[src/rtl/dp_res_serializer.sv]
// dp_res_serializer
// Transmit-side engine for the dot-product accelerator result path.
// Takes one result vector (DOTP_WIDTH words of WORD_SIZE bits). It can
// add a partial-sum slot to the vector first. The vector is then either
// parked in a slot or serialized onto an OUT_WIDTH valid/ready stream,
// word 0 first, in the LSBs.
//
// Ports
//   clk_i, rst_i        clock, asynchronous active-high reset
//   clear_i             synchronous clear/abort (zeroes slots and shifter)
//   res_valid_i/o_ready input vector handshake (res_ready_o)
//   res_data_i          result vector, word k at [k*WORD_SIZE +: WORD_SIZE]
//   res_add_i           add slot[buf_idx_i] to the incoming vector
//   res_to_buffer_i     write the sum to slot[buf_idx_i] instead of sending
//   buf_idx_i           slot index (out-of-range reads 0, writes dropped)
//   out_valid_o/ready_i output stream handshake
//   out_data_o          output beat, out_strb_o all ones while valid
//   done_o              one-cycle pulse after the last beat handshake
//   buffered_o          one-cycle pulse after a vector is written to a slot
//   beat_cnt_o          beats sent for the current vector

module dp_res_serializer #(
  parameter int DOTP_WIDTH = 4,
  parameter int WORD_SIZE  = 16,
  parameter int OUT_WIDTH  = 32,
  parameter int BUF_SIZE   = 2,
  parameter int IDX_W      = (BUF_SIZE > 1) ? $clog2(BUF_SIZE) : 1,
  localparam int NBEATS    = DOTP_WIDTH * WORD_SIZE / OUT_WIDTH,
  localparam int CNT_W     = $clog2(NBEATS) + 1
) (
  input  logic                            clk_i,
  input  logic                            rst_i,
  input  logic                            clear_i,
  input  logic                            res_valid_i,
  output logic                            res_ready_o,
  input  logic [DOTP_WIDTH*WORD_SIZE-1:0] res_data_i,
  input  logic                            res_add_i,
  input  logic                            res_to_buffer_i,
  input  logic [IDX_W-1:0]                buf_idx_i,
  output logic                            out_valid_o,
  input  logic                            out_ready_i,
  output logic [OUT_WIDTH-1:0]            out_data_o,
  output logic [OUT_WIDTH/8-1:0]          out_strb_o,
  output logic                            done_o,
  output logic                            buffered_o,
  output logic [CNT_W-1:0]                beat_cnt_o
);

  localparam int DW = DOTP_WIDTH * WORD_SIZE;

  if ((OUT_WIDTH % WORD_SIZE) != 0) begin : g_chkWord
    $error("OUT_WIDTH must be a multiple of WORD_SIZE");
  end
  if ((DW % OUT_WIDTH) != 0) begin : g_chkBeat
    $error("DOTP_WIDTH*WORD_SIZE must be a multiple of OUT_WIDTH");
  end

  typedef enum logic {IDLE, SEND} state_t;

  state_t           r_state;
  state_t           w_nextState;
  logic [DW-1:0]    r_slots [BUF_SIZE];
  logic [DW-1:0]    r_shift;
  logic [CNT_W-1:0] r_beatCnt;
  logic             r_done;
  logic             r_buffered;

  logic             w_idxInRange;
  logic [DW-1:0]    w_slotRead;
  logic [DW-1:0]    w_sum;
  logic             w_accept;
  logic             w_handshake;
  logic             w_lastBeat;

  // Ready is held low for as long as reset is asserted, even though the
  // state register already reads IDLE during reset.
  assign res_ready_o = (r_state == IDLE) && !rst_i;
  assign out_valid_o = (r_state == SEND);
  // The shifter is always zero outside SEND, so the beat needs no gating.
  assign out_data_o  = r_shift[OUT_WIDTH-1:0];
  assign out_strb_o  = {(OUT_WIDTH/8){out_valid_o}};
  assign done_o      = r_done;
  assign buffered_o  = r_buffered;
  assign beat_cnt_o  = r_beatCnt;

  // Clear wins over both an accept and a beat handshake.
  assign w_accept    = res_valid_i && res_ready_o && !clear_i;
  assign w_handshake = (r_state == SEND) && out_ready_i && !clear_i;
  assign w_lastBeat  = w_handshake && (r_beatCnt == CNT_W'(NBEATS - 1));

  // Per-word wrapping add of the selected slot. An out-of-range index
  // behaves like an empty slot.
  always_comb begin
    w_idxInRange = (int'(buf_idx_i) < BUF_SIZE);
    w_slotRead   = '0;
    w_sum        = '0;
    if (w_idxInRange) begin
      w_slotRead = r_slots[buf_idx_i];
    end
    for (int k = 0; k < DOTP_WIDTH; k++) begin
      w_sum[k*WORD_SIZE +: WORD_SIZE] = res_data_i[k*WORD_SIZE +: WORD_SIZE]
        + (res_add_i ? w_slotRead[k*WORD_SIZE +: WORD_SIZE] : '0);
    end
  end

  always_ff @(posedge clk_i or posedge rst_i) begin
    if (rst_i) begin
      r_state <= IDLE;
    end else begin
      r_state <= w_nextState;
    end
  end

  always_comb begin
    w_nextState = r_state;
    case (r_state)
      IDLE: if (w_accept && !res_to_buffer_i) w_nextState = SEND;
      SEND: if (w_lastBeat) w_nextState = IDLE;
      default: w_nextState = IDLE;
    endcase
    if (clear_i) begin
      w_nextState = IDLE;
    end
  end

  // Slots, shifter, beat counter and the two status pulses.
  always_ff @(posedge clk_i or posedge rst_i) begin
    if (rst_i) begin
      for (int i = 0; i < BUF_SIZE; i++) begin
        r_slots[i] <= '0;
      end
      r_shift    <= '0;
      r_beatCnt  <= '0;
      r_done     <= 1'b0;
      r_buffered <= 1'b0;
    end else begin
      r_done     <= 1'b0;
      r_buffered <= 1'b0;
      if (clear_i) begin
        for (int i = 0; i < BUF_SIZE; i++) begin
          r_slots[i] <= '0;
        end
        r_shift   <= '0;
        r_beatCnt <= '0;
      end else if (w_accept) begin
        if (res_to_buffer_i) begin
          if (w_idxInRange) begin
            r_slots[buf_idx_i] <= w_sum;
          end
          r_buffered <= 1'b1;
        end else begin
          r_shift   <= w_sum;
          r_beatCnt <= '0;
          // A partial sum that has been added into a sent vector is spent.
          if (res_add_i && w_idxInRange) begin
            r_slots[buf_idx_i] <= '0;
          end
        end
      end else if (w_handshake) begin
        r_shift   <= r_shift >> OUT_WIDTH;
        r_beatCnt <= r_beatCnt + 1'b1;
        if (w_lastBeat) begin
          r_done <= 1'b1;
        end
      end
    end
  end

endmodule

[config.mk]
export PLATFORM = sky130hd
export DESIGN_NAME = dp_res_serializer
export DESIGN_NICKNAME = d
export VERILOG_FILES = /design/src/rtl/dp_res_serializer.sv
export SDC_FILE = /design/constraint.sdc
export NUM_CORES = 1
export LEC_CHECK = 0
export ABC_CLOCK_PERIOD_IN_PS = 7600
export BUFFER_PORTS_ARGS = -buffer_cell sky130_fd_sc_hd__buf_2
export CAP_MARGIN = 0
export CORE_UTILIZATION = 60
export CTS_CLUSTER_DIAMETER = 30
export CTS_CLUSTER_SIZE = 24
export DETAILED_ROUTE_END_ITERATION = 8
export PLACE_DENSITY = 0.81
export SLEW_MARGIN = 5
export SYNTH_ARGS = -nofsm -noshare
export SYNTH_HDL_FRONTEND = slang
export SYNTH_SLANG_ARGS = --single-unit
[constraint.sdc]
create_clock -name clk_i -period 7.6 [get_ports clk_i]
set_input_delay 0 -clock clk_i [delete_from_list [all_inputs] [get_ports clk_i]]
set_output_delay 0 -clock clk_i [all_outputs]
set_load 0.05 [all_outputs]
* Yosys cells after proc, flatten, opt, wreduce, memory -nomap -nowiden *
Index checks and enable logic that the tools add are counted.

cells by class
  reductions and logical operators = 16
  muxes and demuxes = 33
  shift operators = 0
  equal/unequal tests = 2
  bitwise operators = 4
  magnitude comparators = 2
  div/mod/pow operators = 0
  add/sub/neg operators = 5
  multiply operators = 0

operator list
  kind                 count
  $mux 128             4
  $mux 64              8
  $and 128x128->128    1
  $bwmux 128           1
  $not 128->128        1
  $add 16x16->16       4
  $demux 64 s1         1
  $mux 16              4
  $mux 1               10
  $logic_and 1x1->1    8
  $mux 2               4
  $reduce_bool 3->1    2
  $reduce_and 2->1     2
  $logic_not 1->1      3
  $ne 3x3->1 const B   1
  $add 2x1->2 const B  1
  $eq 2x1->1 const B   1
  $ge 2x2->1 const B   1
  $lt 2x1->1 const B   1
  $not 1->2            1
  $pmux 1 s2           1
  $reduce_bool 2->1    1
  $not 1->1            1

storage, ports and cells
  logic and storage cells = 69
  bits in read-only memories = 0
  output and inout bits = 42
  memories kept = 0
  latch bits = 0
  register bits = 197
  bits in writable memories = 0
  input bits = 72

* Depth between registers and ports, before layout *
Gate-level depths: netlist of the first run.

  word-level depth = 11
  mapped depth = 15
  mapped depth without buffers = 12

* Worst setup path before layout of the first run *
OpenSTA, ideal clock, no wires.

  kind = input -> register
  from = input buf_idx_i
  to = register r_slots[45] (netlist name)
  library setup time = 0.121 ns
  path slack = 4.544 ns
  stages = 14
  required time = 7.479 ns
  arrival = 2.935 ns
  path buffers = 3
  cells stage by stage = clkbuf_1 > clkbuf_1 > buf_2 > mux2_2 > nand2_1 > inv_1 > ha_1 > a211oi_2 > nor2_1 > o32a_4 > a211oi_4 > o21ai_2 > xor2_1 > a22o_1

between the ends
  word-level cells in the longest chain between the ends = 11
  elaborated cells between the ends (all ways) = 18
  classes of those cells = 1 x add/sub; 2 x order compare; 11 x mux; 3 x bitwise; 1 x reduce/logical

ends and longest elaborated chain
  what                                                    line          text
  start, declared                                         39            input logic [IDX_W-1:0] buf_idx_i,
  $not 1->2 (implied by the code) (*)                     98, 148, 156
  branches (longest 7 deep; another with $add 16x16->16)  --
  $mux 128 (*)                                            146           if (res_to_buffer_i) begin
  $mux 128 (*)                                            145           end else if (w_accept) begin
  $mux 128 (*)                                            139           if (clear_i) begin
  end signal, assigned by index                           148           r_slots[buf_idx_i] <= w_sum;
  end, declared                                           62            logic [DW-1:0] r_slots [BUF_SIZE];

Mark *: on every way between the ends. The select of a mux whose other input is x is not followed.
A chain may end at the register's enable or synchronous reset.

* Worst setup path after layout of the first run *
  from = input buf_idx_i
  to = register r_shift[23]

between the ends
  word-level cells in the longest chain between the ends = 9

ends and longest elaborated chain
  what                                        line  text
  $not 1->2 (implied by the code)             98    w_slotRead = r_slots[buf_idx_i];
  $mux 64 (implied by the code) (3 in a row)  98
  $mux 16                                     102   + (res_add_i ? w_slotRead[k*WORD_SIZE +: WORD_SIZE] : '0);
  $add 16x16->16                              102
  $mux 64                                     146
  $mux 64                                     145
  $mux 64                                     139
  end signal, assigned                        152   r_shift <= w_sum;
  end signal, assigned                        160   r_shift <= r_shift >> OUT_WIDTH;
  end, declared                               63    logic [DW-1:0] r_shift;

Every way passes these cells. The select of a mux whose other input is x is not followed.

==> metrics.txt, run 1 <==
Critical Path Most Common Cell=buf_4; dominant cell type by area after synthesis=dfrtp_1; DR iter-0 viols=763; die span in x=around 140 um; IO Port Bufs=113; f_max=around 290 MHz; Worst-Skew Late Latency=around 0.44 ns; r2r endpoint=r_slots[7]; hold endpoint=r_slots[32]; sequential share of the synthesized area=between 40% and 50%; mapped cell area=approximately 11,000 um^2; R2R cell count=6; final setup fails=0; Final GP Congestion=roughly 0.91; outcome=complete, no violations; detailed-route wire length=30.7 mm; share of layout cells above drive strength 1=between 15 and 20%; WP data required=roughly 8 ns; first-pass GRT wire length=between 40 and 50 mm; crit start category=input pin; CP bufs+invs=3; share of Yosys cell area claimed by the top area cell type=between 40% and 50%; hold depth=3; Global Route Usage Sum=between 30% and 40%; Hold Crit Start=res_data_i[32]; Pwr Density=around 190 nW/um^2; drt pass-1 iters=5; CTS Root Cell=clkbuf_16; post-synthesis instance total=roughly 1,100; WHS=0.0119 ns; DR vias=9,192; row count=50; Slew @ Worst Pin=roughly 1.2 ns; Synth top cells by count=dfrtp_1 (197), a22o_1 (115), nand2_1 (86); clock net sink count=197; Final Hold Vio Count=0; Mapped Avg Cell Area=10.2 um^2; CP Class=in -> reg; Worst path max stage delay=around 0.65 ns; synth warn=0; Worst Clk Skew=roughly 0.0087 ns; ys flop type=dfrtp_1; post-route ant nets=0; Post-CTS Setup Bufs=0; pre-CTS WS=roughly 3.7 ns; FF+latch count, synth=just under 200; DPL Wire Length=20.4 mm; post-DR vias/cell=between 6 and 7; Die ar.=just under 20,000 um^2; TritonCTS clock tree=done; P_leak=6.32 nW; HP Class=in -> reg; Initial Utilization=~61%; ys async rst share=100%; Mapped Nets=1,260; Synth cell types=68; post-DR wirelength/cell=21.7 um; Max Cap Viol=0; IO Count=114; delay-heaviest family, CP=buffers and inverters; final worst path period share=approximately 46%; Critical Path End Type=flip-flop; CP max FO=38; Period minus WS final=around 3.5 ns; critical path, cell by cell=buf_4 -> buf_4 -> mux2_2 -> nand2_1 -> inv_1 -> ha_1 -> a211oi_1 -> nor2_1 -> o21a_1 -> o41a_1 -> xor2_1 -> nand3_1 -> a221oi_1; Vert. Die Dim=140 um; setup slack, reg-to-reg=4.50 ns; Synth area leaders=dfrtp_1 (43%), a22o_1 (8.8%), ha_1 (6.7%), mux2i_1 (5.4%), o21ai_0 (3.7%); final setup margin=4.12 ns; Clock Path Buffers=2; synth-to-layout area growth=9.67%; peak supply drop=around 0.14 mV; Post-synth EDFFs=0; Relative slew margins=16.8%; most frequent cell after synthesis=dfrtp_1; Core Box Area=about 19,000 um^2; RSZ-0062 raised after global routing=false; Num CTS Buffers=17; clock-pin slew on the worst setup and hold paths=roughly 0.07 ns; Remaining DRCs=0; Worst EP arrival=between 3 and 4 ns; grt ovf=0; Reg-to-Reg Start=out_valid_o; critical path's slowest cell=buf_4; number of diodes=0; H-tree depth=4; Slew Viols, Final=0; vias in the first global route=~8,800; pin count of the biggest net entering global routing=114; antenna violations before repair=0; Nets=approximately 1,300; TNS Setup=0 ns
flip-flops by register name, summed over array words and instances (netlist names):
signal	cells
beat_cnt_o	2
buffered_o	1
done_o	1
out_valid_o	1
r_shift	64
r_slots	128
cell families after synthesis:
| group | count (synthesis) | share of synthesized area [%] |
|---|---|---|
| buf+inv | 133 | 5.81 |
| xor+xnor | 48 | 3.74 |
| fa+ha+maj | 65 | 7.36 |
| compound gates | 354 | 22.6 |
| mux | 72 | 6.40 |
| flops | 197 | 43.1 |
| simple gates | 254 | 11.1 |
how the worst max path moves through the flow:
stage          startpoint             to  slack [ns]  depth (start not counted)
2_1_floorplan       rst_i  beat_cnt_o[0]        2.23                          1
3_3_place_gp    buf_idx_i    r_shift[23]        3.77                         13
3_5_place_dp    buf_idx_i    r_shift[23]        3.74                         13
4_1_cts         buf_idx_i    r_shift[23]        4.18                         13
5_1_grt         buf_idx_i    r_slots[13]        3.81                         13
6_report        buf_idx_i    r_shift[23]        4.12                         13
layer usage:
layer  global-route usage (%)  part of all wire [%]
met3                     5.78                   7.3
met5                     2.26                  0.19
met2                     50.8                    46
met1                     44.9                    43
met4                     13.4                   3.2
worst min-delay path, cell delays in order:
cell and delay, ns:
buf_2 0.10, ha_1 0.18, a22o_1 0.13
per-stage QoR:
step,std cells,instance area [um^2],power (W),utilization (%)
after floorplan,1123,11500,0.00133,-
after global placement,1380,11900,0.00142,63.6
after detailed placement,1380,11900,0.00142,63.6
after CTS,1415,12600,0.00238,67.1
after global routing,1415,12600,0.00245,67.1
final,1415,12600,0.00237,67.1
power breakdown:
group / internal [W] / switching, W
Clock: 0.000560 / 0.000403
Sequential: 0.00108 / 0.0000228
Combinational: 0.000102 / 0.000210
Total: 0.00174 / 0.000635
final cells by class:
class	instances	area, um^2
fill	1470	6150
multi-input combinational	793	5900
sequential	197	4930
timing repair buffer	127	686
clock buffer	19	443
tap	234	293
clock inverter	11	174
inverter	34	135
cells in the final DEF (no fill, tap or decap), types with 5 or more instances in the layout:
cell           netlist  routed
a211oi_1            11      10
a21o_1              23      23
a21oi_1             40      40
a222oi_1            13      13
a22o_1             115     115
a22oi_1             11      11
a31oi_1              6       6
buf_2               21     112
buf_4               37      10
clkbuf_16            0      17
dfrtp_1            197     197
dlygate4sd3_1        0       5
ha_1                61      61
inv_1               34      33
mux2_2              10      10
mux2i_1             62      62
nand2_1             86      86
nand2b_1            10      10
nand3_1             13      13
nand4_1              5       5
nor2_1              46      44
nor2b_1             67      67
o21a_1              11      11
o21ai_0             85      85
xnor2_1             26      26
xor2_1              21      21
what timing repair did:
item,in CTS,in global routing
hold endpoints to repair,119,0
gates resized for setup,0,0
hold buffers,5,0
Power figures use the tool's default switching activity.
==> run 2, diff against run 1 <==
--- a/config.mk
+++ b/config.mk
@@ -5,14 +5,14 @@
 export SDC_FILE = /design/constraint.sdc
 export NUM_CORES = 1
 export LEC_CHECK = 0
-export ABC_CLOCK_PERIOD_IN_PS = 7600
+export ABC_CLOCK_PERIOD_IN_PS = 3150
 export BUFFER_PORTS_ARGS = -buffer_cell sky130_fd_sc_hd__buf_2
 export CAP_MARGIN = 0
-export CORE_UTILIZATION = 60
+export CORE_UTILIZATION = 54
 export CTS_CLUSTER_DIAMETER = 30
 export CTS_CLUSTER_SIZE = 24
 export DETAILED_ROUTE_END_ITERATION = 8
-export PLACE_DENSITY = 0.81
+export PLACE_DENSITY = 0.77
 export SLEW_MARGIN = 5
 export SYNTH_ARGS = -nofsm -noshare
 export SYNTH_HDL_FRONTEND = slang
==> constraint.sdc (replaced) <==
create_clock -name clk_i -period 3.15 [get_ports clk_i]
set_input_delay 0 -clock clk_i [delete_from_list [all_inputs] [get_ports clk_i]]
set_output_delay 0 -clock clk_i [all_outputs]
set_load 0.05 [all_outputs]
==> run 2 against run 1 <==
Die area grew 11%; critical path depth shrank 2; worst setup slack lost 3.9 ns; design area grew 2.2%; routed wire length grew 3.8%; cell count grew 4.3%; sequential share of layout area shrank 0.83 points; register-to-register slack lost 4.3 ns; clock skew is essentially flat; global-route usage shrank 2.0 points; clock power grew 130%; critical endpoint unchanged.
==> metrics.txt, run 2 (synthesized netlist as in run 1, its figures left out) <==
crit start category=flip-flop; Final Hold Vio Count=0; vias in the first global route=just over 9,000; DR iter-0 viols=894; Clock Path Buffers=2; post-DR vias/cell=about 6.3; Pwr Density=442 nW/um^2; pin count of the biggest net entering global routing=between 100 and 150; critical path, cell by cell=mux2_2 -> nand2_1 -> inv_1 -> ha_1 -> a211oi_1 -> nor2_1 -> o21a_1 -> o41a_1 -> xor2_1 -> nand3_1 -> a221oi_1; TritonCTS clock tree=done; drt pass-1 iters=8; Initial Utilization=around 56%; clock net sink count=between 150 and 200; switching share of power=a little over a quarter; Worst EP arrival=3.23 ns; Relative slew margins=~43%; # fillers=1,661; H-tree depth=4; Largest Register=r_slots; DR vias=between 9,000 and 10,000; Remaining DRCs=0; Global Route Usage Sum=between 30% and 40%; Worst Clk Skew=between 0.009 and 0.01 ns; Die ar.=about 22,000 um^2; clock-pin slew on the worst setup and hold paths=~0.07 ns; Slew @ Worst Pin=about 0.86 ns; post-route ant nets=0; Worst path max stage delay=between 0.3 and 0.4 ns; share of layout cells above drive strength 1=approximately 17%; CP bufs+invs=1; final setup fails=0; first-pass GRT wire length=roughly 51 mm; commonest non-fill, non-tap cell in the layout=dfrtp_1; Period minus WS final=between 2 and 3 ns; final worst path period share=roughly 90%; Net Sw Power=roughly 0.0016 W; CTS Root Cell=clkbuf_16; HP Class=in -> reg; commonest cells after routing, fill and taps aside=dfrtp_1 (197), a22o_1 (115), buf_2 (112); crit path from=r_slots[81]; Hold Crit Start=res_data_i[0]; peak supply drop=roughly 0.36 mV; antenna violations before repair=0; Pint=0.00412 W; Critical Path End Type=flip-flop; delay-heaviest family, CP=compound AO/OA/AOI/OAI gates; synth-to-layout area growth=12.0%; Nets=1,331; critical path's slowest cell=dfrtp_1; Comb pwr share=between 10 and 15%; Vert. Die Dim=about 150 um; Core Box Area=between 20,000 and 25,000 um^2; grt ovf=0; detailed-route wire length=31.8 mm; Sequential Power Share=~47%; TNS Setup=0 ns; WP data required=~3.5 ns; Reg-to-Reg Start=r_slots[81]; Post-CTS Setup Bufs=0; max FFs per register=approximately 130; Slew Viols, Final=0; outcome=complete, no violations; row count=52; final setup margin=approximately 0.24 ns; Max Cap Viol=0; number of diodes=0; Num CTS Buffers=17; IO Port Bufs=between 100 and 150; pre-CTS WS=between 0.08 and 0.09 ns; CP Class=reg -> reg; P_leak=6.43 nW; Worst-Skew Late Latency=around 0.43 ns; IO Count=~110; CP max FO=3; f_max=344 MHz; post-DR wirelength/cell=roughly 22 um; DPL Wire Length=roughly 22 mm; Clk network pwr share=approximately 39%; RSZ-0062 raised after global routing=false; Final GP Congestion=between 0.9 and 1; die span in x=between 100 and 150 um
run 2: layout make-up:
type / instances / area (um^2) / area share (%)
flip-flops and latches: 197 / 4930 / 38.4
repair buffers: 151 / 918 / 7.16
clock buffers: 22 / 484 / 3.77
multi-input cells: 793 / 5910 / 46.1
inverters: 34 / 131 / 1.02
well taps: 270 / 338 / 2.63
clock inverters: 9 / 119 / 0.927
run 2: routing by layer:
metal,vias to the layer above,wire length (um),track usage (%)
met5,-,0,0
met1,4544,13300,42.4
met3,56,2930,6.42
li1,4200,-,-
met4,0,965,11.4
met2,447,14600,47.2
run 2: repair_timing:
action | CTS | global route
endpoints found under the setup margin | 0 | 6
endpoints found under the hold margin | 25 | 0
gates resized for setup | 0 | 4
hold buffers | 6 | 0
run 2: power by group through the flow:
stage	combinational, W	clock [W]	sequential (W)
4_1_cts	0.000778	0.00225	0.00265
5_1_grt	0.000847	0.00236	0.00266
3_5_place_dp	0.000767	0	0.00270
3_3_place_gp	0.000756	0	0.00270
2_1_floorplan	0.000538	0	0.00268
6_report	0.000785	0.00224	0.00265
run 2: through the flow:
stage	total power, W	utilization (%)	instances	hold slack (ns)	instance area [um^2]
after floorplan	0.00321	-	1123	0.129	11500
after global placement	0.00345	59.3	1439	0.100	12200
after detailed placement	0.00346	59.3	1439	0.123	12200
after CTS	0.00568	62.5	1476	0.00738	12800
after global routing	0.00586	62.6	1476	0.0401	12800
final	0.00567	62.6	1476	0.0240	12800
run 2: worst reg2reg max path: cells and delay by family (launching register included):
kind | cells | cell delay (ns)
AO/OA/AOI/OAI | 4 | 1.16
XOR/XNOR | 1 | 0.30
adder cells (fa/ha/maj) | 1 | 0.29
buffers and inverters | 1 | 0.05
flip-flops | 1 | 0.39
multiplexers | 1 | 0.26
AND/OR/NAND/NOR | 3 | 0.36
run 2: worst paths after layout:
path,to,slack [ns],depth (start not counted)
setup / recovery,r_shift[23],0.24,11
hold / removal,r_slots[0],0.02,3
setup reg to reg,r_shift[23],0.24,11
hold reg to reg,r_slots[18],0.48,2
max in group asynchronous,r_slots[48],1.80,4
min in group asynchronous,r_shift[3],0.21,3
